File: src/rtl/lsu_pkg.sv
// Shared types and constants for the load/store unit: op and state encodings,
// plus small decode helpers used at request acceptance.
package lsu_pkg;

  localparam int unsigned ADDR_HI_BIT = 9;
  localparam int unsigned WORD_ADDR_W = 8;
  localparam int unsigned ADDR_W      = 32;
  localparam int unsigned DATA_W      = 32;

  typedef enum logic [2:0] {
    LW  = 3'b000,
    LH  = 3'b001,
    LHU = 3'b010,
    LB  = 3'b011,
    LBU = 3'b100,
    SW  = 3'b101,
    SH  = 3'b110,
    SB  = 3'b111
  } lsu_op_t;

  typedef enum logic [2:0] {
    IDLE = 3'd0,
    RD   = 3'd1,
    WAIT = 3'd2,
    WR   = 3'd3,
    RESP = 3'd4
  } lsu_state_t;

  // Word ops need a 4-byte aligned address, halfword ops a 2-byte aligned one.
  function automatic logic misaligned(input lsu_op_t op, input logic [1:0] off);
    case (op)
      LW, SW:      misaligned = (off != 2'b00);
      LH, LHU, SH: misaligned = off[0];
      default:     misaligned = 1'b0;
    endcase
  endfunction

  function automatic logic is_load(input lsu_op_t op);
    is_load = (op == LW) || (op == LH) || (op == LHU) || (op == LB) || (op == LBU);
  endfunction

endpackage

File: src/rtl/lsu_if.sv
// Request, response and data-memory signals of the load/store unit.
// slave is the unit's view; master is the execute stage plus memory side.
interface lsu_if;
  import lsu_pkg::*;

  logic                   req_valid;
  logic                   req_ready;
  lsu_op_t                req_op;
  logic [ADDR_W-1:0]      req_addr;
  logic [DATA_W-1:0]      req_wdata;
  logic                   resp_valid;
  logic                   resp_ready;
  logic [DATA_W-1:0]      resp_data;
  logic                   resp_err;
  logic                   mem_en;
  logic                   mem_wen;
  logic [WORD_ADDR_W-1:0] mem_addr;
  logic [DATA_W-1:0]      mem_wdata;
  logic [DATA_W-1:0]      mem_rdata;

  modport slave (
    input  req_valid, req_op, req_addr, req_wdata, resp_ready, mem_rdata,
    output req_ready, resp_valid, resp_data, resp_err,
           mem_en, mem_wen, mem_addr, mem_wdata
  );

  modport master (
    output req_valid, req_op, req_addr, req_wdata, resp_ready, mem_rdata,
    input  req_ready, resp_valid, resp_data, resp_err,
           mem_en, mem_wen, mem_addr, mem_wdata
  );

endinterface

File: src/rtl/lsu_align.sv
// Combinational lane logic: extracts/extends load data from a memory word and
// merges sub-word store data into the old word for read-modify-write.
module lsu_align
  import lsu_pkg::*;
(
  input  lsu_op_t           op,
  input  logic [1:0]        offset,
  input  logic [DATA_W-1:0] rdata,
  input  logic [15:0]       sdata,
  output logic [DATA_W-1:0] load_val,
  output logic [DATA_W-1:0] merged
);

  logic [4:0]        shamt;
  logic [DATA_W-1:0] shifted;
  logic [15:0]       half;
  logic [7:0]        byte_v;

  always_comb begin
    shamt    = {offset, 3'b000};
    shifted  = rdata >> shamt;
    half     = shifted[15:0];
    byte_v   = shifted[7:0];
    load_val = rdata;
    merged   = rdata;
    case (op)
      LH:  load_val = {{16{half[15]}}, half};
      LHU: load_val = {16'h0000, half};
      LB:  load_val = {{24{byte_v[7]}}, byte_v};
      LBU: load_val = {24'h000000, byte_v};
      SH:  merged = (rdata & ~(32'h0000_FFFF << shamt)) | (32'(sdata) << shamt);
      SB:  merged = (rdata & ~(32'h0000_00FF << shamt)) | (32'(sdata[7:0]) << shamt);
      default: ;
    endcase
  end

endmodule

File: src/rtl/load_store_unit.sv
// Memory-stage controller: one request at a time, word-only memory, sub-word
// stores done as read-modify-write, sign/zero-extended load responses.
module load_store_unit
  import lsu_pkg::*;
(
  input logic  clk,
  input logic  rst,
  lsu_if.slave bus
);

  lsu_state_t             state;
  lsu_op_t                op_q;
  logic [1:0]             off_q;
  logic [15:0]            sdata_q;
  logic                   ready_q;
  logic                   resp_valid_q;
  logic [DATA_W-1:0]      resp_data_q;
  logic                   resp_err_q;
  logic                   mem_en_q;
  logic                   mem_wen_q;
  logic [WORD_ADDR_W-1:0] mem_addr_q;
  logic [DATA_W-1:0]      mem_wdata_q;
  logic [DATA_W-1:0]      load_val;
  logic [DATA_W-1:0]      merged;
  logic                   req_err_c;

  lsu_align u_align (
    .op       (op_q),
    .offset   (off_q),
    .rdata    (bus.mem_rdata),
    .sdata    (sdata_q),
    .load_val (load_val),
    .merged   (merged)
  );

  always_comb begin
    req_err_c = (bus.req_addr[ADDR_W-1:ADDR_HI_BIT+1] != '0) ||
                misaligned(bus.req_op, bus.req_addr[1:0]);
  end

  // Control outputs are flops loaded with the decode of the next state.
  always_ff @(posedge clk or posedge rst) begin
    if (rst) begin
      state        <= IDLE;
      op_q         <= LW;
      off_q        <= 2'b00;
      sdata_q      <= '0;
      ready_q      <= 1'b1;
      resp_valid_q <= 1'b0;
      resp_data_q  <= '0;
      resp_err_q   <= 1'b0;
      mem_en_q     <= 1'b0;
      mem_wen_q    <= 1'b0;
      mem_addr_q   <= '0;
      mem_wdata_q  <= '0;
    end else begin
      case (state)
        IDLE: begin
          if (bus.req_valid && ready_q) begin
            op_q        <= bus.req_op;
            off_q       <= bus.req_addr[1:0];
            sdata_q     <= bus.req_wdata[15:0];
            mem_addr_q  <= bus.req_addr[ADDR_HI_BIT:2];
            resp_data_q <= '0;
            resp_err_q  <= req_err_c;
            ready_q     <= 1'b0;
            if (req_err_c) begin
              state        <= RESP;
              resp_valid_q <= 1'b1;
            end else if (bus.req_op == SW) begin
              state       <= WR;
              mem_en_q    <= 1'b1;
              mem_wen_q   <= 1'b1;
              mem_wdata_q <= bus.req_wdata;
            end else begin
              state    <= RD;
              mem_en_q <= 1'b1;
            end
          end
        end
        RD: begin
          state    <= WAIT;
          mem_en_q <= 1'b0;
        end
        WAIT: begin
          if (is_load(op_q)) begin
            state        <= RESP;
            resp_data_q  <= load_val;
            resp_valid_q <= 1'b1;
          end else begin
            state       <= WR;
            mem_en_q    <= 1'b1;
            mem_wen_q   <= 1'b1;
            mem_wdata_q <= merged;
          end
        end
        WR: begin
          state        <= RESP;
          mem_en_q     <= 1'b0;
          mem_wen_q    <= 1'b0;
          mem_wdata_q  <= '0;
          resp_valid_q <= 1'b1;
        end
        RESP: begin
          if (bus.resp_ready) begin
            state        <= IDLE;
            resp_valid_q <= 1'b0;
            resp_data_q  <= '0;
            resp_err_q   <= 1'b0;
            ready_q      <= 1'b1;
          end
        end
        default: begin
          state        <= IDLE;
          ready_q      <= 1'b1;
          resp_valid_q <= 1'b0;
          mem_en_q     <= 1'b0;
          mem_wen_q    <= 1'b0;
          mem_wdata_q  <= '0;
        end
      endcase
    end
  end

  assign bus.req_ready  = ready_q;
  assign bus.resp_valid = resp_valid_q;
  assign bus.resp_data  = resp_data_q;
  assign bus.resp_err   = resp_err_q;
  assign bus.mem_en     = mem_en_q;
  assign bus.mem_wen    = mem_wen_q;
  assign bus.mem_addr   = mem_addr_q;
  assign bus.mem_wdata  = mem_wdata_q;

endmodule
File: src/flat_wrapper.sv
// flat-port wrapper written by rule: the top's interface ports become plain ports
module load_store_unit_flat import lsu_pkg::*;
  (clk, rst, bus_req_valid, bus_req_op, bus_req_addr, bus_req_wdata, bus_resp_ready, bus_mem_rdata, bus_req_ready, bus_resp_valid, bus_resp_data, bus_resp_err, bus_mem_en, bus_mem_wen, bus_mem_addr, bus_mem_wdata);
  lsu_if bus_i ();
  input logic clk;
  input logic rst;
  input wire logic [$bits(bus_i.req_valid)-1:0] bus_req_valid;
  input wire logic [$bits(bus_i.req_op)-1:0] bus_req_op;
  input wire logic [$bits(bus_i.req_addr)-1:0] bus_req_addr;
  input wire logic [$bits(bus_i.req_wdata)-1:0] bus_req_wdata;
  input wire logic [$bits(bus_i.resp_ready)-1:0] bus_resp_ready;
  input wire logic [$bits(bus_i.mem_rdata)-1:0] bus_mem_rdata;
  output wire logic [$bits(bus_i.req_ready)-1:0] bus_req_ready;
  output wire logic [$bits(bus_i.resp_valid)-1:0] bus_resp_valid;
  output wire logic [$bits(bus_i.resp_data)-1:0] bus_resp_data;
  output wire logic [$bits(bus_i.resp_err)-1:0] bus_resp_err;
  output wire logic [$bits(bus_i.mem_en)-1:0] bus_mem_en;
  output wire logic [$bits(bus_i.mem_wen)-1:0] bus_mem_wen;
  output wire logic [$bits(bus_i.mem_addr)-1:0] bus_mem_addr;
  output wire logic [$bits(bus_i.mem_wdata)-1:0] bus_mem_wdata;
  assign bus_i.req_valid = bus_req_valid;
  assign bus_i.req_op = bus_req_op;
  assign bus_i.req_addr = bus_req_addr;
  assign bus_i.req_wdata = bus_req_wdata;
  assign bus_i.resp_ready = bus_resp_ready;
  assign bus_i.mem_rdata = bus_mem_rdata;
  assign bus_req_ready = bus_i.req_ready;
  assign bus_resp_valid = bus_i.resp_valid;
  assign bus_resp_data = bus_i.resp_data;
  assign bus_resp_err = bus_i.resp_err;
  assign bus_mem_en = bus_i.mem_en;
  assign bus_mem_wen = bus_i.mem_wen;
  assign bus_mem_addr = bus_i.mem_addr;
  assign bus_mem_wdata = bus_i.mem_wdata;
  load_store_unit u_core (.clk(clk), .rst(rst), .bus(bus_i));
endmodule
File: config.mk
export PLATFORM = sky130hd
export DESIGN_NAME = load_store_unit_flat
export DESIGN_NICKNAME = d
export VERILOG_FILES = /design/src/rtl/lsu_pkg.sv /design/src/rtl/lsu_if.sv /design/src/rtl/lsu_align.sv /design/src/rtl/load_store_unit.sv /design/src/flat_wrapper.sv
export SDC_FILE = /design/constraint.sdc
export NUM_CORES = 1
export LEC_CHECK = 0
export CORE_UTILIZATION = 48
export DETAILED_ROUTE_END_ITERATION = 10
export GPL_TIMING_DRIVEN = 0
export PLACE_DENSITY = 0.83
export REMOVE_ABC_BUFFERS = 1
export SETUP_SLACK_MARGIN = 0.15
export SYNTH_ARGS = -nofsm -noshare
export SYNTH_HDL_FRONTEND = slang
export SYNTH_SLANG_ARGS = --single-unit
File: constraint.sdc
create_clock -name clk -period 5.3 [get_ports clk]
set_input_delay 1.06 -clock clk [delete_from_list [all_inputs] [get_ports clk]]
set_output_delay 1.06 -clock clk [all_outputs]
set_load 0.01 [all_outputs]
# Yosys cells after proc, flatten, opt, wreduce, memory -nomap -nowiden

Cells that the tools add are included.

Bits in registers: 101
Logic and storage cells: 109
Output and inout bits: 77
Input port bits: 103

Equal/unequal tests: 21
Bitwise operators: 10
Shifts and indexed selects: 5
Reductions and logical operators: 25
Multiplexer cells: 36

Operators with widths:

| kind                  | number |
|---|---|
| $mux 32               | 7 |
| $pmux 32 s3           | 2 |
| $pmux 32 s4           | 1 |
| $and 32x32->32        | 2 |
| $not 32->32           | 2 |
| $or 32x32->32         | 2 |
| $pmux 32 s2           | 1 |
| $shl 16x5->32         | 1 |
| $shl 16x5->32 const A | 1 |
| $shl 8x5->32          | 1 |
| $shl 8x5->32 const A  | 1 |
| $shr 32x5->16         | 1 |
| $reduce_bool 22->1    | 1 |
| $eq 3x3->1 const B    | 6 |
| $eq 3x2->1 const B    | 5 |
| $pmux 3 s5            | 1 |
| $mux 1                | 13 |
| $mux 3                | 4 |
| $reduce_and 5->1      | 2 |
| $eq 3x1->1 const B    | 3 |
| $logic_not 3->1       | 3 |
| $pmux 1 s3            | 3 |
| $ne 2x1->1 const B    | 4 |
| $reduce_and 4->1      | 2 |
| 13 further kinds      | 28 |

# Longest topological paths before layout

Word-level depth: 7
Mapped depth: 9
Gate-level depth less buffers: 7

# Cells and area by module

Synthesis repeated with hierarchy kept, for this count alone.

Cells, all modules: 677
Area total of the unflattened synthesis: 6657.6 um^2

By module, submodules not included:

| module          | area each (um^2) | cells each | instances | seq. area each (um^2) |
|---|---|---|---|---|
| load_store_unit | 4889.7           | 446        | 1         | 2528.7 |
| lsu_align       | 1767.9           | 231        | 1         | 0.0 |

# Worst setup path after synthesis

OpenSTA, ideal clock, no wires.

Path type: input port to flip-flop
Start: in bus_req_addr[29]
End: reg u_core.mem_wdata_q[10], in the netlist u_core.bus.mem_wdata[10]
Setup slack: 2.412 ns
Data arrival time: 2.763 ns
Stages: 6
Setup time: 0.125 ns
Data required time: 5.175 ns
Path buffers: 1
Cells stage by stage: nor4_1 -> nand4_1 -> or4_4 -> a21oi_4 -> buf_6 -> mux2_2

Word-level cells in the longest chain between the ends: 4

RTL lines:

| element                           | RTL line              | RTL |
|---|---|---|
| from (decl)                       | flat_wrapper.sv:9     | `input wire logic [$bits(bus_i.req_addr)-1:0] bus_req_addr;` |
| $reduce_bool 22->1                | load_store_unit.sv:37 | `req_err_c = (bus.req_addr[ADDR_W-1:ADDR_HI_BIT+1] != '0) \|\|` |
| $logic_or 1x1->1                  | load_store_unit.sv:37 |  |
| $ne 2x2->1 (no source line)       | n/a                   |  |
| $reduce_and 5->1 (no source line) | n/a                   |  |
| to (signal assigned)              | load_store_unit.sv:74 | `mem_wdata_q <= bus.req_wdata;` |
| to (signal assigned)              | load_store_unit.sv:94 | `mem_wdata_q <= merged;` |
| to (decl)                         | load_store_unit.sv:22 | `logic [DATA_W-1:0] mem_wdata_q;` |

No other way between the ends.
A chain may end at the register's enable or synchronous reset.

# Worst setup path in the final report

Start: in bus_req_addr[24]
End: reg u_core.mem_wdata_q[28], in the netlist u_core.bus.mem_wdata[28]

The elaborated chain is that of the path after synthesis.

==> flow_summary.toml <==
[global_routing]
grt_pass1_wl_mm = 25.9
grt_pass1_vias = 4871
antenna_found_initial = 0
grt_overflow = 0
grt_max_degree = 69
track_usage_pct = 29.0

[critical_path]
cp.arrival_ns = 3.94
cpMaxStageDelayCell = "a21oi_4"
crit_family = "simple AND/OR/NAND/NOR gates"
worstPathCellList = "clkdlybuf4s50_1 -> nor4_1 -> nand4_1 -> or4_4 -> a21oi_4 -> mux2_2"
crit_required_ns = 5.56
endpoint_kind = "register"
worstSetupStartpointType = "input pin"
critPathKind = "in -> reg"
worstPathMaxFanout = 33
crit_buf_inv = 1
slowest_delay_ns = 0.89

[route]
via_per_inst = 6.11
firstDrtPassIters = 7
drt-wirelength-per-cell_um = 19.9
vias = 5042
detail_route.wirelength_mm = 16.4
route.detailed.drc = 0
drt_first_iter_violations = 530
ant_nets = 0

[clock_network]
cts-root-buf = "clkbuf_8"
cts_setup_buffers = 0
clock_path_buffers = 2
cts_hold_buf = 0
ctsHtreeMaxLevel = 3
cts_sinks = 101
cts_resized = 0
clk_latency_ns = 0.36
tritoncts = "built"
clkTransAtPathRegs_ns = 0.10
cts_buffers = 9

[synthesis]
synthTopCellsByArea = "dfrtp_1 (46%), mux2_2 (14%), a221o_1 (5.6%)"
async_flop_share_pct = 100
synth_edf_count = 0
synthFlopType = "dfrtp_1"
ys_ff_latch = 101
yosys_warnings = 0
synth.largest_area_cell = "dfrtp_1"
syn_area_um2 = 5400
netlist.area_leader.share_pct = 46.4
ys_types = 46
synth.yosys.seq_area_share_pct = 46.9
syn_avg_cell_area_um2 = 10.3
syn_inst = 523

[power]
p_total_mw = 4.20
power_density_nw_per_um2 = 561
ir_drop_v = 0.000268
power.leakage_nw = 3.10

[placement]
placed_cells = 809
portBuffers = 179
gp_congestion = 0.837
dp_hpwl_mm = 12.2
dpl_cell_area_um2 = 7280

[timing]
max_freq_ghz = 0.271
slew_headroom_pct = 23.4
setup_viol = 0
rsz0062_at_grt = "false"
post-route-min-period_ns = 3.68
tns_ns = 0
hold_ws_ns = 0.486
drv_slew = 0
hold_viol = 0
skew_ns = 0.0104
worst_pin_slew_ns = 1.15
fin_crit_sh_pct = 69.5

[floorplanning]
die_h_um = 108
rows = 38
die_x_um = 108
dieArea_um2 = 11700
core_um2 = 10900
io_pins = 180
initial_core_util_pct = 49.6

[finish]
nNetsFinal = 787
diodes = 0
drive_gt1_share_pct = 14.2
fillCellCount = 864
fin_cells = 825
multi_input_area_um2 = 2700
seqCellArea_um2 = 2530
final_area_um2 = 7480
syn2layout_area_growth_pct = 38.7

[min_path]
min_path_type = "reg -> reg"

[outcome]
status = "completed"

[job]
max_cap_viol_count = 0
sequential cells by signal, summed over array words and instances, names as in the netlist:
| register | flops |
|---|---|
| u_core.bus.mem_addr | 8 |
| u_core.sdata_q | 16 |
| u_core.bus.mem_en | 1 |
| u_core.bus.resp_valid | 1 |
| u_core.state | 3 |
| u_core.bus.mem_wen | 1 |
| u_core.bus.req_ready | 1 |
| u_core.op_q | 3 |
| u_core.bus.resp_err | 1 |
| u_core.bus.mem_wdata | 32 |
| u_core.off_q | 2 |
| u_core.bus.resp_data | 32 |
routing by layer:
metal / vias to the layer above / wire (um) / share of wire, % / track usage (%)
li1: 2271 / - / - / -
met1: 2468 / 6670 / 41 / 39.9
met2: 264 / 7920 / 48 / 45.9
met3: 39 / 1340 / 8.2 / 4.22
met4: 0 / 503 / 3.1 / 11.8
met5: - / 0 / 0 / 0
kinds of logic (layout without fill, tap and decap cells):
family,after synthesis,in the layout,synth area share (%)
AOI/OAI and AO/OA,154,154,20.6
xor gates and xnor gates,1,1,0.162
DFF,101,101,46.9
muxes,72,72,15.2
and+or+nand+nor,149,149,12.8
adders and majority gates,4,4,0.928
buffers and inverters,42,204,3.46
final timing paths:
path / startpoint / to / depth (start not counted) / slack, ns
max: bus_req_addr[24] / u_core.bus.mem_wdata[28] / 6 / 1.62
min: u_core.bus.resp_data[24] / u_core.bus.resp_data[24] / 2 / 0.49
max reg2reg: u_core.off_q[0] / u_core.bus.mem_wdata[22] / 7 / 1.94
min reg2reg: u_core.bus.resp_data[24] / u_core.bus.resp_data[24] / 2 / 0.49
max in group asynchronous: rst / u_core.bus.mem_wdata[18] / 3 / 3.57
min in group asynchronous: rst / u_core.bus.resp_valid / 2 / 1.05
synthesized netlist by cell type, types with 4 or more instances:
cell,n
dfrtp_1,100
mux2_2,67
nand2_1,59
o21ai_0,56
nor2_1,46
a221o_1,30
a22oi_1,29
clkbuf_1,27
a22o_1,14
a221oi_1,9
a21oi_1,6
and3_1,6
nor4_1,6
buf_2,5
inv_1,5
nand3_1,5
ha_1,4
nor3b_1,4
power breakdown:
part           switching, mW  internal (mW)
clock                  0.281          0.223
combinational           1.06           1.18
sequential             0.337           1.11
total                   1.68           2.51
area by class of cell:
class / count / share of cell area (%)
timing repair buffer: 182 / 24.7
tap: 140 / 2.34
sequential: 101 / 33.8
clock inverter: 6 / 0.970
multi-input combinational: 380 / 36.1
clock buffer: 10 / 1.71
inverter: 6 / 0.334
stage by stage:
step	setup WS, ns	utilization, %
2_1_floorplan	1.59	-
3_3_place_gp	0.132	66.1
3_5_place_dp	1.23	66.9
4_1_cts	1.61	68.7
5_1_grt	1.45	68.7
6_report	1.62	68.7
worst register-to-register path, delay by kind of cell (launching register included):
kind            cells  cell delay, ns
compound gates      2            0.55
fa+ha+maj           1            0.47
simple gates        1            0.17
flops               1            1.05
mux                 2            0.41
buf+inv             1            0.62
cells in the final DEF, fill, tap and decap left out, types with 2 or more instances in the layout:
cell type,n
a21oi_1,6
a221o_1,30
a221oi_1,9
a22o_1,14
a22oi_1,29
and3_1,6
and4b_1,3
buf_8,2
clkbuf_8,9
clkdlybuf4s50_1,179
clkinv_4,3
dfrtp_1,100
ha_1,4
inv_1,4
mux2_2,67
mux2i_1,3
nand2_1,59
nand3_1,5
nand3b_1,3
nor2_1,45
nor2_4,2
nor2b_1,3
nor3_1,3
nor3b_1,4
nor4_1,6
o211a_1,2
o211ai_1,2
o21ai_0,56
o21ai_1,2
or2_2,2
or3_1,2
No activity file was read; power rests on OpenSTA's default activity.
